===== config.mk =====
export PLATFORM = sky130hd
export DESIGN_NAME = voice_allocator
export DESIGN_NICKNAME = d
export VERILOG_FILES = /design/src/rtl/synth_pkg.sv /design/src/rtl/note_period_rom.sv /design/src/rtl/voice_allocator.sv
export SDC_FILE = /design/constraint.sdc
export NUM_CORES = 1
export LEC_CHECK = 0
export CAP_MARGIN = 15
export CORE_ASPECT_RATIO = 0.5
export CORE_MARGIN = 4
export CORE_UTILIZATION = 35
export DETAILED_ROUTE_END_ITERATION = 8
export PLACE_DENSITY = 0.66
export SLEW_MARGIN = 10
export SYNTH_ARGS = -nofsm -noshare
export SYNTH_HDL_FRONTEND = slang
export SYNTH_SLANG_ARGS = --single-unit

===== constraint.sdc =====
create_clock -name clk -period 3.7 [get_ports clk]
set_input_delay 0.74 -clock clk [delete_from_list [all_inputs] [get_ports clk]]
set_output_delay 0.74 -clock clk [all_outputs]
set_load 0.02 [all_outputs]

===== src/rtl/synth_pkg.sv =====
// Shared constants for the synth voice path: octave-0 period table at 50 MHz,
// allocator FSM encoding and default sizing.
package synth_pkg;

  localparam int NUM_VOICES_DEF = 4;
  localparam int NOTE_W_DEF     = 7;
  localparam int PERIOD_W_DEF   = 32;

  // A 7-bit note reduces to rem 0..11 and octave 0..10.
  localparam int REM_W = 4;
  localparam int OCT_W = 4;

  // Periods in clk cycles for MIDI notes 0..11 (A = 13.75 Hz at index 9), rounded.
  localparam int unsigned BASE_PERIOD [0:11] = '{
    6115610, 5772367, 5448389, 5142595, 4853963, 4581531,
    4324390, 4081680, 3852593, 3636364, 3432270, 3239632
  };

  typedef enum logic [1:0] {
    ST_IDLE  = 2'd0,
    ST_DIV   = 2'd1,
    ST_ALLOC = 2'd2
  } alloc_state_t;

endpackage


===== src/rtl/note_period_rom.sv =====
// Combinational note-to-period lookup: octave-0 base period shifted down by octave.
module note_period_rom
  import synth_pkg::*;
#(
  parameter int PERIOD_W = PERIOD_W_DEF
) (
  input  logic [REM_W-1:0]    rem,
  input  logic [OCT_W-1:0]    oct,
  output logic [PERIOD_W-1:0] period
);

  logic [31:0] base_period;
  logic [31:0] shifted_period;

  // Out-of-table remainders only occur mid-division and are never consumed.
  always_comb begin
    base_period = 32'd0;
    if (rem < REM_W'(12)) begin
      base_period = BASE_PERIOD[rem];
    end
  end

  assign shifted_period = base_period >> oct;
  assign period         = PERIOD_W'(shifted_period);

endmodule


===== src/rtl/voice_allocator.sv =====
// Polyphonic voice allocator: note events in, per-voice period/gate/load out,
// with retrigger, lowest-free and least-recently-assigned stealing.
module voice_allocator
  import synth_pkg::*;
#(
  parameter int NUM_VOICES = NUM_VOICES_DEF,
  parameter int NOTE_W     = NOTE_W_DEF,
  parameter int PERIOD_W   = PERIOD_W_DEF
) (
  input  logic                           clk,
  input  logic                           reset,
  input  logic                           ev_valid,
  output logic                           ev_ready,
  input  logic                           ev_on,
  input  logic [NOTE_W-1:0]              ev_note,
  output logic [NUM_VOICES*PERIOD_W-1:0] voice_period,
  output logic [NUM_VOICES-1:0]          voice_gate,
  output logic [NUM_VOICES-1:0]          voice_load,
  output logic                           steal_evt
);

  localparam int VIDX_W = (NUM_VOICES > 1) ? $clog2(NUM_VOICES) : 1;

  alloc_state_t        state_reg, state_next;
  logic                on_reg, on_next;
  logic [NOTE_W-1:0]   note_reg, note_next;
  logic [NOTE_W-1:0]   rem_reg, rem_next;
  logic [OCT_W-1:0]    oct_reg, oct_next;
  logic [PERIOD_W-1:0] new_period;

  logic [NUM_VOICES-1:0] match_vec, free_vec, oldest_vec;
  logic [VIDX_W-1:0]     rank_arr [NUM_VOICES];
  logic [VIDX_W-1:0]     hit_idx, free_idx, old_idx, pick_idx;
  logic                  hit_any, free_any, do_alloc, steal_now;
  logic                  steal_reg;

  assign ev_ready = reset && (state_reg == ST_IDLE);

  always_ff @(posedge clk or negedge reset) begin
    if (!reset) begin
      state_reg <= ST_IDLE;
      on_reg    <= 1'b0;
      note_reg  <= '0;
      rem_reg   <= '0;
      oct_reg   <= '0;
      steal_reg <= 1'b0;
    end else begin
      state_reg <= state_next;
      on_reg    <= on_next;
      note_reg  <= note_next;
      rem_reg   <= rem_next;
      oct_reg   <= oct_next;
      steal_reg <= steal_now;
    end
  end

  // Octave extraction by repeated subtraction of 12, one step per cycle.
  always_comb begin
    state_next = state_reg;
    on_next    = on_reg;
    note_next  = note_reg;
    rem_next   = rem_reg;
    oct_next   = oct_reg;
    case (state_reg)
      ST_IDLE: begin
        if (ev_valid && ev_ready) begin
          on_next    = ev_on;
          note_next  = ev_note;
          rem_next   = ev_note;
          oct_next   = '0;
          state_next = ev_on ? ST_DIV : ST_ALLOC;
        end
      end
      ST_DIV: begin
        if (rem_reg >= NOTE_W'(12)) begin
          rem_next = rem_reg - NOTE_W'(12);
          oct_next = oct_reg + OCT_W'(1);
        end else begin
          state_next = ST_ALLOC;
        end
      end
      ST_ALLOC: state_next = ST_IDLE;
      default:  state_next = ST_IDLE;
    endcase
  end

  note_period_rom #(.PERIOD_W(PERIOD_W)) u_rom (
    .rem    (rem_reg[REM_W-1:0]),
    .oct    (oct_reg),
    .period (new_period)
  );

  // Scanning high-to-low leaves the lowest matching index.
  always_comb begin
    hit_idx  = '0;
    free_idx = '0;
    old_idx  = '0;
    for (int i = NUM_VOICES - 1; i >= 0; i--) begin
      if (match_vec[i])  hit_idx  = VIDX_W'(i);
      if (free_vec[i])   free_idx = VIDX_W'(i);
      if (oldest_vec[i]) old_idx  = VIDX_W'(i);
    end
  end

  assign hit_any   = |match_vec;
  assign free_any  = |free_vec;
  assign do_alloc  = (state_reg == ST_ALLOC);
  assign steal_now = do_alloc && on_reg && !hit_any && !free_any;

  always_comb begin
    pick_idx = hit_idx;
    if (on_reg && !hit_any) begin
      pick_idx = free_any ? free_idx : old_idx;
    end
  end

  genvar gi;
  generate
    for (gi = 0; gi < NUM_VOICES; gi++) begin : g_voice
      logic [PERIOD_W-1:0] period_reg;
      logic [NOTE_W-1:0]   note_v_reg;
      logic [VIDX_W-1:0]   rank_reg;
      logic                gate_reg, load_reg;
      logic                picked, on_write, off_clear, age_bump;

      assign picked    = (pick_idx == VIDX_W'(gi));
      assign on_write  = do_alloc && on_reg && picked;
      assign off_clear = do_alloc && !on_reg && hit_any && picked;
      assign age_bump  = do_alloc && on_reg && (rank_reg < rank_arr[pick_idx]);

      always_ff @(posedge clk or negedge reset) begin
        if (!reset) begin
          period_reg <= '0;
          note_v_reg <= '0;
          rank_reg   <= VIDX_W'(gi);
          gate_reg   <= 1'b0;
          load_reg   <= 1'b0;
        end else begin
          load_reg <= on_write;
          if (on_write) begin
            period_reg <= new_period;
            note_v_reg <= note_reg;
            gate_reg   <= 1'b1;
            rank_reg   <= '0;
          end else if (age_bump) begin
            rank_reg <= rank_reg + VIDX_W'(1);
          end
          if (off_clear) begin
            gate_reg <= 1'b0;
          end
        end
      end

      assign match_vec[gi]  = gate_reg && (note_v_reg == note_reg);
      assign free_vec[gi]   = !gate_reg;
      assign oldest_vec[gi] = (rank_reg == VIDX_W'(NUM_VOICES - 1));
      assign rank_arr[gi]   = rank_reg;

      assign voice_period[gi*PERIOD_W +: PERIOD_W] = period_reg;
      assign voice_gate[gi] = gate_reg;
      assign voice_load[gi] = load_reg;
    end
  endgenerate

  assign steal_evt = steal_reg;

endmodule


==> impl_metrics.toml, run 1 <==
[synthesis]
ys_types = 75
netlist_instances = 903
yosysSeqAreaShare_pct = 45.9
synth_edf_count = 0
synth-simple-area-share_pct = 16.5
synthTopCellsByArea = "dfrtp_1, nand2_1, mux2_1, buf_4, mux2_2"
netlist_area_um2 = 8620
synthMuxAreaShare_pct = 10.4
yosysWarningCount = 0
yosysTopAreaCell = "dfrtp_1"
synth_compound_area_share_pct = 14.3
syn_area_per_cell_um2 = 9.54
synth_top_family_by_area = "simple AND/OR/NAND/NOR gates"
synthAdderAreaFrac_pct = 1.74
ys_ff_latch = 158
yosys_most_used_dff = "dfrtp_1"
async_reset_ff_share_pct = 100
yosysTopAreaCellShare_pct = 44.7
synth_xor_area_share_pct = 3.05

[timing]
setup_viol = 0
slew-limit-headroom_pct = 24.5
fin_crit_sh_pct = 92.2
period_minus_slack_ns = 3.41
fin_skew_ns = 0.0114
finalSetupTns_ns = 0
hold_viol_final = 0
worst_pin_slew_ns = 1.13
slew_violations = 0
max_freq_mhz = 293
rsz0062_at_grt = "no"

[global_routing]
grt_pass1_vias = 6726
antenna_found_initial = 0
overflow = 0
grt_pass1_wl_um = 37500
grt_max_degree = 79
busiest_layer = "met2"
grtUsageMet3_pct = 3.04
grt_use_met1_pct = 22.9
grt_use_met2_pct = 27.7
grtUsageTotal_pct = 16.9

[final_layout]
finalNetCount = 1003
drive_above_1_share_pct = 9.06
final_common_cell = "nand2_1"
final_cell_mix = "nand2_1, dfrtp_1, clkdlybuf4s50_1"
largest_reg_flops = 92
area_growth_pct = 20.7
diodes = 0

[worst_setup_path]
start_kind = "flip-flop"
slowest_delay_ns = 0.56
rr_endpoint = "g_voice[3].period_reg[5]"
reg2regPathDepth = 8
r2r-start = "rem_reg[1]"
slowest_stage = "ha_1"
crit_buf_inv = 1
crit_chain = "inv_1, ha_1, a21oi_1, a2111oi_0, a31oi_1, mux4_2, a21oi_1, mux2_2"
ff2ff_setup_slack_ns = 0.29
crit_top_cell = "a21oi_1"
worstSetupPathType = "flip-flop to flip-flop"
required_ns = 4.07
crit_arrival_ns = 3.78
critPathMaxFanout = 10
cp_top_family = "compound AO/OA/AOI/OAI gates"
endpoint_kind = "flip-flop"

[clock_tree]
cts.sinks = 158
cts_tree = "built"
path_clk_slew_ns = 0.07
cts_setup_buffers = 0
hold_buffers = 0
clk_latency_ns = 0.43
clock-root-buffer = "clkbuf_16"
post_cts_resized = 0
cts_buffers = 17
cts_max_level = 4
clk_path_buf_depth = 2

[floorplanning]
pin_count = 149
core_area_um2 = 24100
start_util_pct = 35.7
dieArea_um2 = 27300
rows = 40
die_x_um = 230
die_h_um = 119

[placement]
gp_congestion = 0.916
place_hpwl_um = 16600
io_buffers = 112

[pwr]
leakage_nw = 4.80
power_density_nw_per_um2 = 865
ir_worst_vdd_v = 0.000359
finalPower_w = 0.00900

[route]
drc_errors = 0
viasPerCell = 5.08
ant_nets = 0
dr.pass1.iters = 5
wirelength_um = 23200
drtIter0Drc = 536
avgRoutedWirePerCell_um = 17.5
vias = 6754

[hold_path]
hold_class = "input port to async pin"

[run]
cap_violations = 0

[outcome]
status = "finished, final reports clean"
[worst max path at each step]
stage / from / end / depth (start not counted)
floorplan: rem_reg[1] / g_voice[3].period_reg[7] / 10
global placement: rem_reg[1] / g_voice[3].period_reg[5] / 8
detailed placement: rem_reg[1] / g_voice[3].period_reg[5] / 8
CTS: rem_reg[1] / g_voice[3].period_reg[5] / 8
global route: rem_reg[1] / g_voice[3].period_reg[5] / 8
finish: rem_reg[1] / g_voice[3].period_reg[5] / 8
[layout make-up]
| type | count | area, um2 |
|---|---|---|
| Multi-Input combinational cell | 655 | 4090 |
| Sequential cell | 158 | 3960 |
| Tap cell | 336 | 420 |
| Timing Repair Buffer | 125 | 1220 |
| Inverter | 23 | 86.3 |
| Clock buffer | 22 | 494 |
| Clock inverter | 10 | 125 |
| Fill cell | 2305 | 13700 |
[stage by stage]
stage	cells	worst slack (ns)	instance area, um2	utilization, %	hold slack (ns)
3_5_place_dp	1297	0.327	9780	40.5	0.463
5_1_grt	1329	0.102	10400	43.1	0.321
2_1_floorplan	938	0.988	8750	-	0.444
4_1_cts	1329	0.290	10400	43.1	0.307
3_3_place_gp	1297	0.269	9780	40.5	0.460
6_report	1329	0.290	10400	43.1	0.308
[where the power goes]
part | switching, W | total, W | leakage, nW | internal (W)
logic | 0.00276 | 0.00455 | 2.37 | 0.00178
registers | 0.000492 | 0.00262 | 2.13 | 0.00213
clock network | 0.000737 | 0.00183 | 0.303 | 0.00109
[Yosys cell counts, types with 13 or more instances]
library cell	n
o21ai_1	35
mux2i_1	22
nand4_1	13
xnor2_1	17
nor2_1	34
o211ai_1	13
clkbuf_1	31
mux2_2	22
o21ai_0	34
a21oi_1	32
nand2_1	192
dfrtp_1	154
buf_4	46
inv_1	19
buf_2	13
mux2_1	34
xor2_1	13
[layer usage]
layer / wire, um / vias to the layer above / part of all wire (%)
met5: 0 / - / 0
met3: 982 / 35 / 4.2
met2: 11100 / 174 / 48
met1: 10700 / 3336 / 46
li1: - / 3209 / -
met4: 524 / 0 / 2.3
[cell families after synthesis]
kind of cell,count (synthesis)
AOI/OAI and AO/OA,188
xor gates and xnor gates,30
adders and majority gates,12
buffers and inverters,125
DFF,158
muxes,80
other,1
and+or+nand+nor,309
[worst reg2reg max path: stages, from the launching register on]
cell,delay [ns]
dfrtp_1,0.52
inv_1,0.22
ha_1,0.56
a21oi_1,0.21
a2111oi_0,0.55
a31oi_1,0.17
mux4_2,0.53
a21oi_1,0.37
mux2_2,0.23
Note: power is estimated with default switching activity, not from simulation.
==> run 2, diff against run 1 <==
--- a/config.mk
+++ b/config.mk
@@ -8,9 +8,9 @@
 export CAP_MARGIN = 15
 export CORE_ASPECT_RATIO = 0.5
 export CORE_MARGIN = 4
-export CORE_UTILIZATION = 35
+export CORE_UTILIZATION = 45
 export DETAILED_ROUTE_END_ITERATION = 8
-export PLACE_DENSITY = 0.66
+export PLACE_DENSITY = 0.79
 export SLEW_MARGIN = 10
 export SYNTH_ARGS = -nofsm -noshare
 export SYNTH_HDL_FRONTEND = slang
==> impl_metrics.toml, run 2 (synthesized netlist as in run 1, its figures left out) <==
[timing]
rsz0062_at_grt = "no"
worst_pin_slew_ns = 1.15
slew-limit-headroom_pct = 23.5
max_freq_mhz = 305
fin_skew_ns = 0.0112
slew_violations = 0
whs_ns = 0.186
period_minus_slack_ns = 3.28
finalSetupTns_ns = 0
fin_crit_sh_pct = 88.6
hold_viol_final = 0
setup_viol = 0

[worst_setup_path]
required_ns = 4.05
crit_arrival_ns = 3.62
start_kind = "flip-flop"
endpoint_kind = "flip-flop"
worstSetupPathType = "flip-flop to flip-flop"
critPathMaxFanout = 15

[pwr]
leakage_nw = 4.77
seqPwrFrac_pct = 29.4
p_int_w = 0.00501
clkPwrFrac_pct = 20.1
power_density_nw_per_um2 = 877
sw_frac_of_total_pct = 44.4
power_switching_w = 0.00399
comb_power_share_pct = 50.5
ir_worst_vdd_v = 0.000419

[floorplanning]
core_area_um2 = 18600
start_util_pct = 46.3
die_x_um = 204
rows = 35
pin_count = 149
die_h_um = 106
dieArea_um2 = 21600

[clock_tree]
clk_path_buf_depth = 2
clock-root-buffer = "clkbuf_16"
path_clk_slew_ns = 0.06
post_cts_resized = 0
cts_tree = "built"
cts_setup_buffers = 0
cts.sinks = 158
cts_max_level = 4
cts_buffers = 17
clk_latency_ns = 0.42
hold_buffers = 0

[route]
avgRoutedWirePerCell_um = 18.0
dr.pass1.iters = 5
drtIter0Drc = 619
wirelength_um = 22400
ant_nets = 0
viasPerCell = 5.53
vias = 6903
drc_errors = 0

[final_layout]
finalNetCount = 1001
multi_input_area_um2 = 4090
final_area_um2 = 10300
final_common_cell = "nand2_1"
fin_util_pct = 55.2
drive_above_1_share_pct = 8.49
seqCellArea_um2 = 3960
diodes = 0
largest_reg_flops = 92
final_cell_mix = "nand2_1, dfrtp_1, clkdlybuf4s50_1"
nFillCells = 1574
area_growth_pct = 19.1

[global_routing]
overflow = 0
grt_pass1_wl_um = 36500
grt_pass1_vias = 6675
grt_max_degree = 76
grtUsageTotal_pct = 21.0
antenna_found_initial = 0

[run]
cap_violations = 0

[placement]
dpl-instance-area_um2 = 9670
io_buffers = 112
gp_congestion = 0.904
place_hpwl_um = 15900

[outcome]
status = "finished, final reports clean"

[hold_path]
hold_class = "input port to async pin"
==> run 2: final cells by class <==
| type | instances | share of cell area [%] |
|---|---|---|
| repair buffers | 123 | 11.7 |
| clock inverters | 9 | 1.33 |
| well taps | 259 | 3.16 |
| inverters | 23 | 0.841 |
| flip-flops and latches | 158 | 38.6 |
| clock buffers | 21 | 4.49 |
| multi-input cells | 655 | 39.9 |
==> run 2: stage by stage <==
stage	setup WS (ns)	power (W)	cells
global placement	0.648	0.00695	1218
floorplan	0.988	0.00578	938
global route	0.199	0.00956	1248
CTS	0.429	0.00895	1248
finish	0.421	0.00900	1248
detailed placement	0.513	0.00709	1218
==> run 2: critical path, stage by stage (launching register included) <==
cell,delay [ns]
dfrtp_1,0.50
xor2_1,0.22
nor4_1,0.40
nand4_1,0.28
o2bb2ai_2,0.25
mux2i_1,0.20
a211oi_4,0.60
nand3_1,0.36
o311a_1,0.39
==> run 2: per-layer routing <==
layer  track usage [%]  vias to the layer above  routed length (um)
met5                 0                        -                   0
met4              5.68                        0                 327
met3              3.14                       32                1220
met2              34.7                      256               10900
met1              29.2                     3425                9990
li1                  -                     3190                   -
==> run 2: power groups by stage <==
stage,Combinational [W],Sequential (W),Clock (W)
after CTS,0.00448,0.00264,0.00183
after global routing,0.00493,0.00272,0.00192
after floorplan,0.00312,0.00266,0
after global placement,0.00432,0.00264,0
after detailed placement,0.00443,0.00266,0
final,0.00454,0.00265,0.00181
==> run 2: worst paths after layout <==
path,cells past startpoint,start,slack (ns),end
setup / recovery,8,note_reg[1],0.42,g_voice[2].rank_reg[1]
hold / removal,1,reset,0.19,rem_reg[3]
setup reg to reg,8,note_reg[1],0.42,g_voice[2].rank_reg[1]
hold reg to reg,2,g_voice[2].period_reg[4],0.48,g_voice[2].period_reg[4]
max in group asynchronous,3,reset,1.55,g_voice[3].period_reg[10]
min in group clk,2,g_voice[2].period_reg[4],0.48,g_voice[2].period_reg[4]
==> run 3, diff against run 2 <==
--- a/config.mk
+++ b/config.mk
@@ -10,6 +10,7 @@
 export CORE_MARGIN = 4
 export CORE_UTILIZATION = 45
 export DETAILED_ROUTE_END_ITERATION = 8
+export GPL_TIMING_DRIVEN = 0
 export PLACE_DENSITY = 0.79
 export SLEW_MARGIN = 10
 export SYNTH_ARGS = -nofsm -noshare
==> impl_metrics.toml, run 3 (synthesized netlist as in run 1, its figures left out) <==
[outcome]
status = "finished, final reports clean"

[floorplanning]
start_util_pct = 46.3
die_h_um = 106
core_area_um2 = 18600
dieArea_um2 = 21600
rows = 35
pin_count = 149
die_x_um = 204

[hold_path]
hold_class = "input port to async pin"

[global_routing]
overflow = 0
grt_max_degree = 96
antenna_found_initial = 0
grt_pass1_vias = 7290
grtUsageTotal_pct = 22.6
grt_pass1_wl_um = 38900

[worst_setup_path]
endpoint_kind = "primary output"
worstSetupPathType = "input port to primary output"
cp-startpoint = "reset"
ff2ff_setup_slack_ns = 0.25
crit_buf_inv = 3
slowest_stage = "clkdlybuf4s50_1"
start_kind = "input port"
required_ns = 2.96
cp_top_family = "buffers and inverters"
crit_arrival_ns = 2.74
crit_chain = "buf_8, buf_16, nor3b_1, clkdlybuf4s50_1"
r2r-start = "rem_reg[1]"
slowest_delay_ns = 0.69
critPathMaxFanout = 95

[clock_tree]
post_cts_resized = 0
clk_latency_ns = 0.42
cts_buffers = 17
hold_buffers = 0
path_clk_slew_ns = 0.06
cts.sinks = 158
clock-root-buffer = "clkbuf_16"
cts_max_level = 4
cts_tree = "built"
cts_setup_buffers = 0
clk_path_buf_depth = 2

[final_layout]
final_common_cell = "nand2_1"
final_cell_mix = "nand2_1, dfrtp_1, clkdlybuf4s50_1"
multi_input_area_um2 = 4110
nFillCells = 1515
drive_above_1_share_pct = 13.3
seqCellArea_um2 = 3960
area_growth_pct = 25.5
finalNetCount = 1093
diodes = 0
final_area_um2 = 10800
largest_reg_flops = 92

[timing]
rsz0062_at_grt = "no"
slew_violations = 0
setup_viol = 0
fin_crit_sh_pct = 94.1
period_minus_slack_ns = 3.48
worst_pin_slew_ns = 0.751
final.setup.worst_slack_ns = 0.219
fin_skew_ns = 0.0122
max_freq_mhz = 287
finalSetupTns_ns = 0
slew-limit-headroom_pct = 50.0
hold_viol_final = 0

[route]
wirelength_um = 24200
drc_errors = 0
avgRoutedWirePerCell_um = 18.1
vias = 7348
drtIter0Drc = 768
viasPerCell = 5.48
dr.pass1.iters = 7
ant_nets = 0

[pwr]
clkPwrFrac_pct = 18.7
power_density_nw_per_um2 = 852
p_int_w = 0.00506
ir_worst_vdd_v = 0.000489
seqPwrFrac_pct = 26.9
sw_frac_of_total_pct = 45.1
power_switching_w = 0.00415
leakage_nw = 5.12
comb_power_share_pct = 54.4

[placement]
pre_cts_ws_ns = 0.135
dpl-instance-area_um2 = 10200
io_buffers = 112
place_hpwl_um = 17500
gp_congestion = 0.979

[run]
cap_violations = 0
## run 3: cell types whose count changed in the layout (fill, tap and decap cells not counted), sizes merged
| cell | previous run | this run |
|---|---|---|
| clkinvlp | 2 | 1 |
| clkinv | 3 | 6 |
| clkbuf | 21 | 52 |
| bufinv | 3 | 1 |
| buf | 12 | 73 |
| inv | 24 | 26 |
## run 3: power groups by stage
stage               logic (W)  clock network, W  registers, W
CTS                   0.00491           0.00174       0.00247
global route          0.00541           0.00182       0.00253
detailed placement    0.00488                 0       0.00249
finish                0.00501           0.00172       0.00248
global placement      0.00482                 0       0.00247
floorplan             0.00312                 0       0.00266
## run 3: metrics by stage
stage	total power, W	hold WS, ns	std cells	util (%)
final	0.00921	0.315	1342	58.1
after detailed placement	0.00737	0.462	1310	54.9
after floorplan	0.00578	0.444	938	-
after global placement	0.00730	0.464	1309	54.8
after CTS	0.00911	0.379	1342	58.0
after global routing	0.00976	0.377	1342	58.1
## run 3: area by class of cell
type | instances | share of cell area [%]
plain buffers | 102 | 5.63
clock buffers | 21 | 4.35
clock inverters | 11 | 0.972
inverters | 23 | 0.798
multi-input cells | 655 | 38.0
flip-flops and latches | 158 | 36.6
well taps | 259 | 3.00
repair buffers | 113 | 10.7
## run 3: path summary, 6_finish.rpt
path                                            endpoint  depth (start not counted)
worst max-delay path                            ev_ready                          4
worst min-delay path                          rem_reg[0]                          1
worst max register to register  g_voice[3].period_reg[7]                         10
worst min register to register  g_voice[1].period_reg[7]                          2
max in group asynchronous         g_voice[2].rank_reg[1]                          2
min in group clk                g_voice[1].period_reg[7]                          2
## run 3: per-layer routing
layer	share of wire, %	vias up	GRT usage (%)
li1	-	3382	-
met2	47	293	37.1
met3	6.8	52	5.04
met5	0	-	0
met1	43	3621	29.8
met4	2.7	0	7.31
